### src/rtl/instr_fetch_unit.sv
// MIPS fetch stage with IF/ID register: PC, imem req/ack handshake, one-entry
// stall buffer, flush/redirect, and field slicing of the registered instruction.
module instr_fetch_unit #(
    parameter logic [31:0] RESET_PC = 32'h0000_0000
) (
    input  logic        clk,
    input  logic        rst,
    output logic        imem_req,
    output logic [31:0] imem_addr,
    input  logic        imem_ack,
    input  logic [31:0] imem_rdata,
    input  logic        stall,
    input  logic        flush,
    input  logic [31:0] redirect_pc,
    output logic        id_valid,
    output logic [31:0] id_instr,
    output logic [31:0] id_pc4,
    output logic [5:0]  id_opcode,
    output logic [4:0]  id_rs,
    output logic [4:0]  id_rt,
    output logic [4:0]  id_rd,
    output logic [4:0]  id_shamt,
    output logic [5:0]  id_funct,
    output logic [15:0] id_imm16
);

    localparam logic [1:0] IDLE  = 2'd0;
    localparam logic [1:0] FETCH = 2'd1;
    localparam logic [1:0] HOLD  = 2'd2;

    logic [1:0]  state;
    logic [31:0] pc;
    logic [31:0] pc4;
    logic        buf_valid;
    logic [31:0] buf_instr;
    logic [31:0] buf_pc4;
    logic        accept;

    assign pc4       = pc + 32'd4;
    // Acks outside FETCH (IDLE, HOLD, reset) are ignored.
    assign accept    = (state == FETCH) && imem_ack;
    assign imem_req  = rst && (state == FETCH);
    assign imem_addr = pc;

    always_ff @(posedge clk) begin
        if (!rst) begin
            state     <= IDLE;
            pc        <= RESET_PC;
            buf_valid <= 1'b0;
        end else if (flush) begin
            state     <= FETCH;
            pc        <= redirect_pc;
            buf_valid <= 1'b0;
        end else begin
            case (state)
                IDLE: state <= FETCH;
                FETCH: begin
                    if (imem_ack) begin
                        pc <= pc4;
                        if (stall) begin
                            buf_valid <= 1'b1;
                            state     <= HOLD;
                        end
                    end
                end
                HOLD: begin
                    if (!stall) begin
                        buf_valid <= 1'b0;
                        state     <= FETCH;
                    end
                end
                default: state <= IDLE;
            endcase
        end
    end

    always_ff @(posedge clk) begin
        if (rst && !flush && accept && stall) begin
            buf_instr <= imem_rdata;
            buf_pc4   <= pc4;
        end
    end

    // IF/ID register: stall freezes it, a non-delivering cycle inserts a bubble.
    always_ff @(posedge clk) begin
        if (!rst) begin
            id_valid <= 1'b0;
            id_instr <= 32'd0;
            id_pc4   <= 32'd0;
        end else if (flush) begin
            id_valid <= 1'b0;
        end else if (!stall) begin
            if (accept) begin
                id_valid <= 1'b1;
                id_instr <= imem_rdata;
                id_pc4   <= pc4;
            end else if ((state == HOLD) && buf_valid) begin
                id_valid <= 1'b1;
                id_instr <= buf_instr;
                id_pc4   <= buf_pc4;
            end else begin
                id_valid <= 1'b0;
            end
        end
    end

    assign id_opcode = id_instr[31:26];
    assign id_rs     = id_instr[25:21];
    assign id_rt     = id_instr[20:16];
    assign id_rd     = id_instr[15:11];
    assign id_shamt  = id_instr[10:6];
    assign id_funct  = id_instr[5:0];
    assign id_imm16  = id_instr[15:0];

endmodule

### config.mk
export PLATFORM = sky130hd
export DESIGN_NAME = instr_fetch_unit
export DESIGN_NICKNAME = d
export VERILOG_FILES = /design/src/rtl/instr_fetch_unit.sv
export SDC_FILE = /design/constraint.sdc
export NUM_CORES = 1
export LEC_CHECK = 0
export BUFFER_PORTS_ARGS = -buffer_cell sky130_fd_sc_hd__buf_2
export CAP_MARGIN = 40
export CORE_MARGIN = 8
export CORE_UTILIZATION = 52
export CTS_CLUSTER_DIAMETER = 80
export CTS_CLUSTER_SIZE = 24
export DETAILED_ROUTE_END_ITERATION = 8
export PLACE_DENSITY_LB_ADDON = 0.3
export SLEW_MARGIN = 20
export SYNTH_ARGS = -nofsm -noshare
export SYNTH_HDL_FRONTEND = slang
export SYNTH_SLANG_ARGS = --single-unit
### constraint.sdc
create_clock -name clk -period 5.8 [get_ports clk]
set_clock_uncertainty 0.15 [all_clocks]
set_input_delay 1.16 -clock clk [delete_from_list [all_inputs] [get_ports clk]]
set_output_delay 1.16 -clock clk [all_outputs]
set_load 0.01 [all_outputs]
==> flow_summary.ini <==
[logic_synthesis]
mappedNetlistNets = 842
synthArstFlopShare = 0
synth_edf_count = 64
synthDistinctLibCells = 54
synth.avg_cell_area_um2 = 9.82
yosysSeqAreaShare = 0.518
post_synth_inst_count = 772
postSynthRegisterBits = 164
synth_ff_type = sky130_fd_sc_hd__dfxtp_1
synth.yosys.warnings = 0
netlist_area_um2 = 7580

[cts]
cts.repair.resized = 0
cts.clk_slew.worst_paths_ps = 60
cts_hold_buf = 0
ctsHtreeMaxLevel = 4
cts.sink_count = 164
cts_post_setup_buffers_inserted = 0
worst_skew_pair.late_latency_ps = 430
tritoncts_clock_tree = yes
clk_root_buffer_cell = sky130_fd_sc_hd__clkbuf_16
clk_path_buf_depth = 2
cts_buffers = 17

[placed_design]
port-buffer-count = 214
place_hpwl_um = 13900
placed_cells = 1072
gp_congestion = 0.836

[setup_path]
crit_slowest_cell = sky130_fd_sc_hd__buf_4
critical_path.cell_chain = buf_4, and3_1, buf_2
critical_path_peak_fanout = 57
crit_path_end_kind = primary output
worst_ep_required_time_ps = 4490
setup.worst_path.class = in -> out
worst_ep_arrival_time_ps = 2010
worstSetupStartpointType = primary input
critPathMaxStageDelay_ps = 450

[sta]
max_freq_ghz = 0.301
period_share = 0.573
worst_slew_margin_relative_to_its_limit = 0.421
fin_crit_ps = 3320
finalSetupTns_ps = 0
hold_violations = 0
slew_viol_final = 0
rsz0062_at_grt = no
setup_viol = 0
worst_slew_pin_slew_ps = 862

[route]
via_count = 6142
route.final.wire_length_um = 20000
post_drt_via_cell_ratio = 5.56
drc_errors = 0
first_iter_violations = 454
drt-wirelength-per-cell_um = 18.1
detail_route.first_pass.iterations = 5
ant_nets = 0

[global_route]
number_of_antenna_violations_at_the_first_check_in_global_routing = 0
via_count_of_the_first_global_routing_pass = 5857
grt_use_total = 0.210
grt_max_degree = 66
globalRoute.totalOverflow = 0
global_route_wire_length_before_repair_um = 30700

[cells_and_area]
final_net_count = 977
most-common-layout-cells = sky130_fd_sc_hd__buf_2 (213), sky130_fd_sc_hd__nand2_1 (119), sky130_fd_sc_hd__dfxtp_1 (100), sky130_fd_sc_hd__nand3_1 (74), sky130_fd_sc_hd__edfxtp_1 (64)
finish.cell_count_without_fillers = 1104
most_common_cell_after_layout_fill_and_taps_aside = sky130_fd_sc_hd__buf_2
n_antenna_cell = 0
area_growth_syn_to_layout_pct = 19.1
fillCellCount = 1203
layout-drive-gt1-share = 0.287

[floorplan]
design.core.area_um2 = 14400
die_h_um = 137
dieArea_um2 = 18700
design.portCount = 215
starting_density_of_the_core = 0.528
number_of_cell_rows = 44
dieWidth_um = 137

[power]
ratio_of_total_power_to_cell_area_nw_per_um2 = 297
cellLeakagePower_nw = 4.30
worst_ir_drop_vdd_mv = 0.187

[job]
max-cap-violations = 0

[status]
run_status = completed

[min_path]
min_path_type = reg -> reg
-- kinds of logic after synthesis --
family          Yosys count  share of synthesized area
buf+inv                 117                     0.0858
simple gates            296                      0.198
compound gates          137                      0.130
flops                   164                      0.518
xor+xnor                 52                     0.0601
mux                       5                    0.00660
fa+ha+maj                 1                    0.00165
-- sequential cells by signal (all words and copies together), names as in the netlist --
register,cells
buf_instr,32
buf_pc4,32
id_instr,32
id_pc4,32
imem_addr,32
state,2
buf_valid,1
id_valid,1
-- cell usage after synthesis (3+ instances only) --
| library cell | count | area share |
|---|---|---|
| sky130_fd_sc_hd__buf_2 | 12 | 0.0079 |
| sky130_fd_sc_hd__o221ai_1 | 4 | 0.0046 |
| sky130_fd_sc_hd__nand4_1 | 14 | 0.012 |
| sky130_fd_sc_hd__a41oi_1 | 4 | 0.0046 |
| sky130_fd_sc_hd__o211a_1 | 36 | 0.048 |
| sky130_fd_sc_hd__o21ai_0 | 37 | 0.024 |
| sky130_fd_sc_hd__o21ai_1 | 6 | 0.0040 |
| sky130_fd_sc_hd__and4_1 | 3 | 0.0035 |
| sky130_fd_sc_hd__o31ai_1 | 4 | 0.0040 |
| sky130_fd_sc_hd__inv_1 | 8 | 0.0040 |
| sky130_fd_sc_hd__nand4b_1 | 3 | 0.0035 |
| sky130_fd_sc_hd__nor2b_1 | 6 | 0.0050 |
| sky130_fd_sc_hd__mux2i_1 | 5 | 0.0066 |
| sky130_fd_sc_hd__o211ai_1 | 3 | 0.0030 |
| sky130_fd_sc_hd__a22o_1 | 8 | 0.0092 |
| sky130_fd_sc_hd__buf_4 | 52 | 0.052 |
| sky130_fd_sc_hd__nor2_1 | 22 | 0.011 |
| sky130_fd_sc_hd__clkbuf_1 | 33 | 0.016 |
| sky130_fd_sc_hd__edfxtp_1 | 64 | 0.25 |
| sky130_fd_sc_hd__nand3_1 | 74 | 0.049 |
| sky130_fd_sc_hd__a221o_1 | 3 | 0.0040 |
| sky130_fd_sc_hd__or3_1 | 3 | 0.0025 |
| sky130_fd_sc_hd__xor2_1 | 28 | 0.032 |
| sky130_fd_sc_hd__dfxtp_1 | 100 | 0.26 |
| sky130_fd_sc_hd__and2_1 | 7 | 0.0058 |
| sky130_fd_sc_hd__nand2_1 | 119 | 0.059 |
| sky130_fd_sc_hd__nor4_1 | 5 | 0.0041 |
| sky130_fd_sc_hd__xnor2_1 | 24 | 0.028 |
| sky130_fd_sc_hd__buf_1 | 10 | 0.0050 |
| sky130_fd_sc_hd__nor3_1 | 9 | 0.0059 |
| sky130_fd_sc_hd__and3_1 | 16 | 0.013 |
| sky130_fd_sc_hd__a21oi_1 | 22 | 0.015 |
-- critical path: cells and delay by family --
family,cells,cell delay [ps]
buf+inv,2,600
simple gates,1,240
-- where the power goes --
group	internal [mW]	switching, mW	leakage [nW]	total [mW]
Sequential	1.23	0.0406	1.40	1.27
Combinational	0.0915	0.135	2.60	0.226
Clock	0.740	0.443	0.302	1.18
-- worst paths after layout --
path                              from                       to  slack, ps  depth (start not counted)
max reg2reg  imem_addr[2]$_SDFFE_PN0P_  id_pc4[24]$_SDFFE_PN0P_       3110                          6
max                                rst                 imem_req       2480                          3
min reg2reg     id_pc4[6]$_SDFFE_PN0P_   id_pc4[6]$_SDFFE_PN0P_        310                          2
min             id_pc4[6]$_SDFFE_PN0P_   id_pc4[6]$_SDFFE_PN0P_        310                          2
-- per-layer routing --
layer	vias to the layer above	track usage	wire (um)
li1	2969	-	-
met1	2910	0.260	8430
met2	242	0.345	9410
met3	21	0.0573	1790
met4	0	0.0757	326
met5	-	0	0
-- per-stage QoR --
step                 util  hold WS, ps  setup slack, ps  area (um2)  total power, mW
floorplan               -          302              663        7580             1.43
global placement    0.582          301             2220        8360             1.52
detailed placement  0.585          310             2440        8410             1.52
CTS                 0.628          317             2450        9030             2.70
global route        0.628          344             2410        9030             2.77
finish              0.628          310             2480        9030             2.68
-- layout make-up --
type,count,area [um2],area share
Sequential cell,164,3920,0.435
Multi-Input combinational cell,491,3020,0.335
Timing Repair Buffer,224,1200,0.133
Clock buffer,22,464,0.0514
Tap cell,184,230,0.0255
Clock inverter,10,155,0.0172
Inverter,9,33.8,0.00374
(Power assumes the default switching activity.)
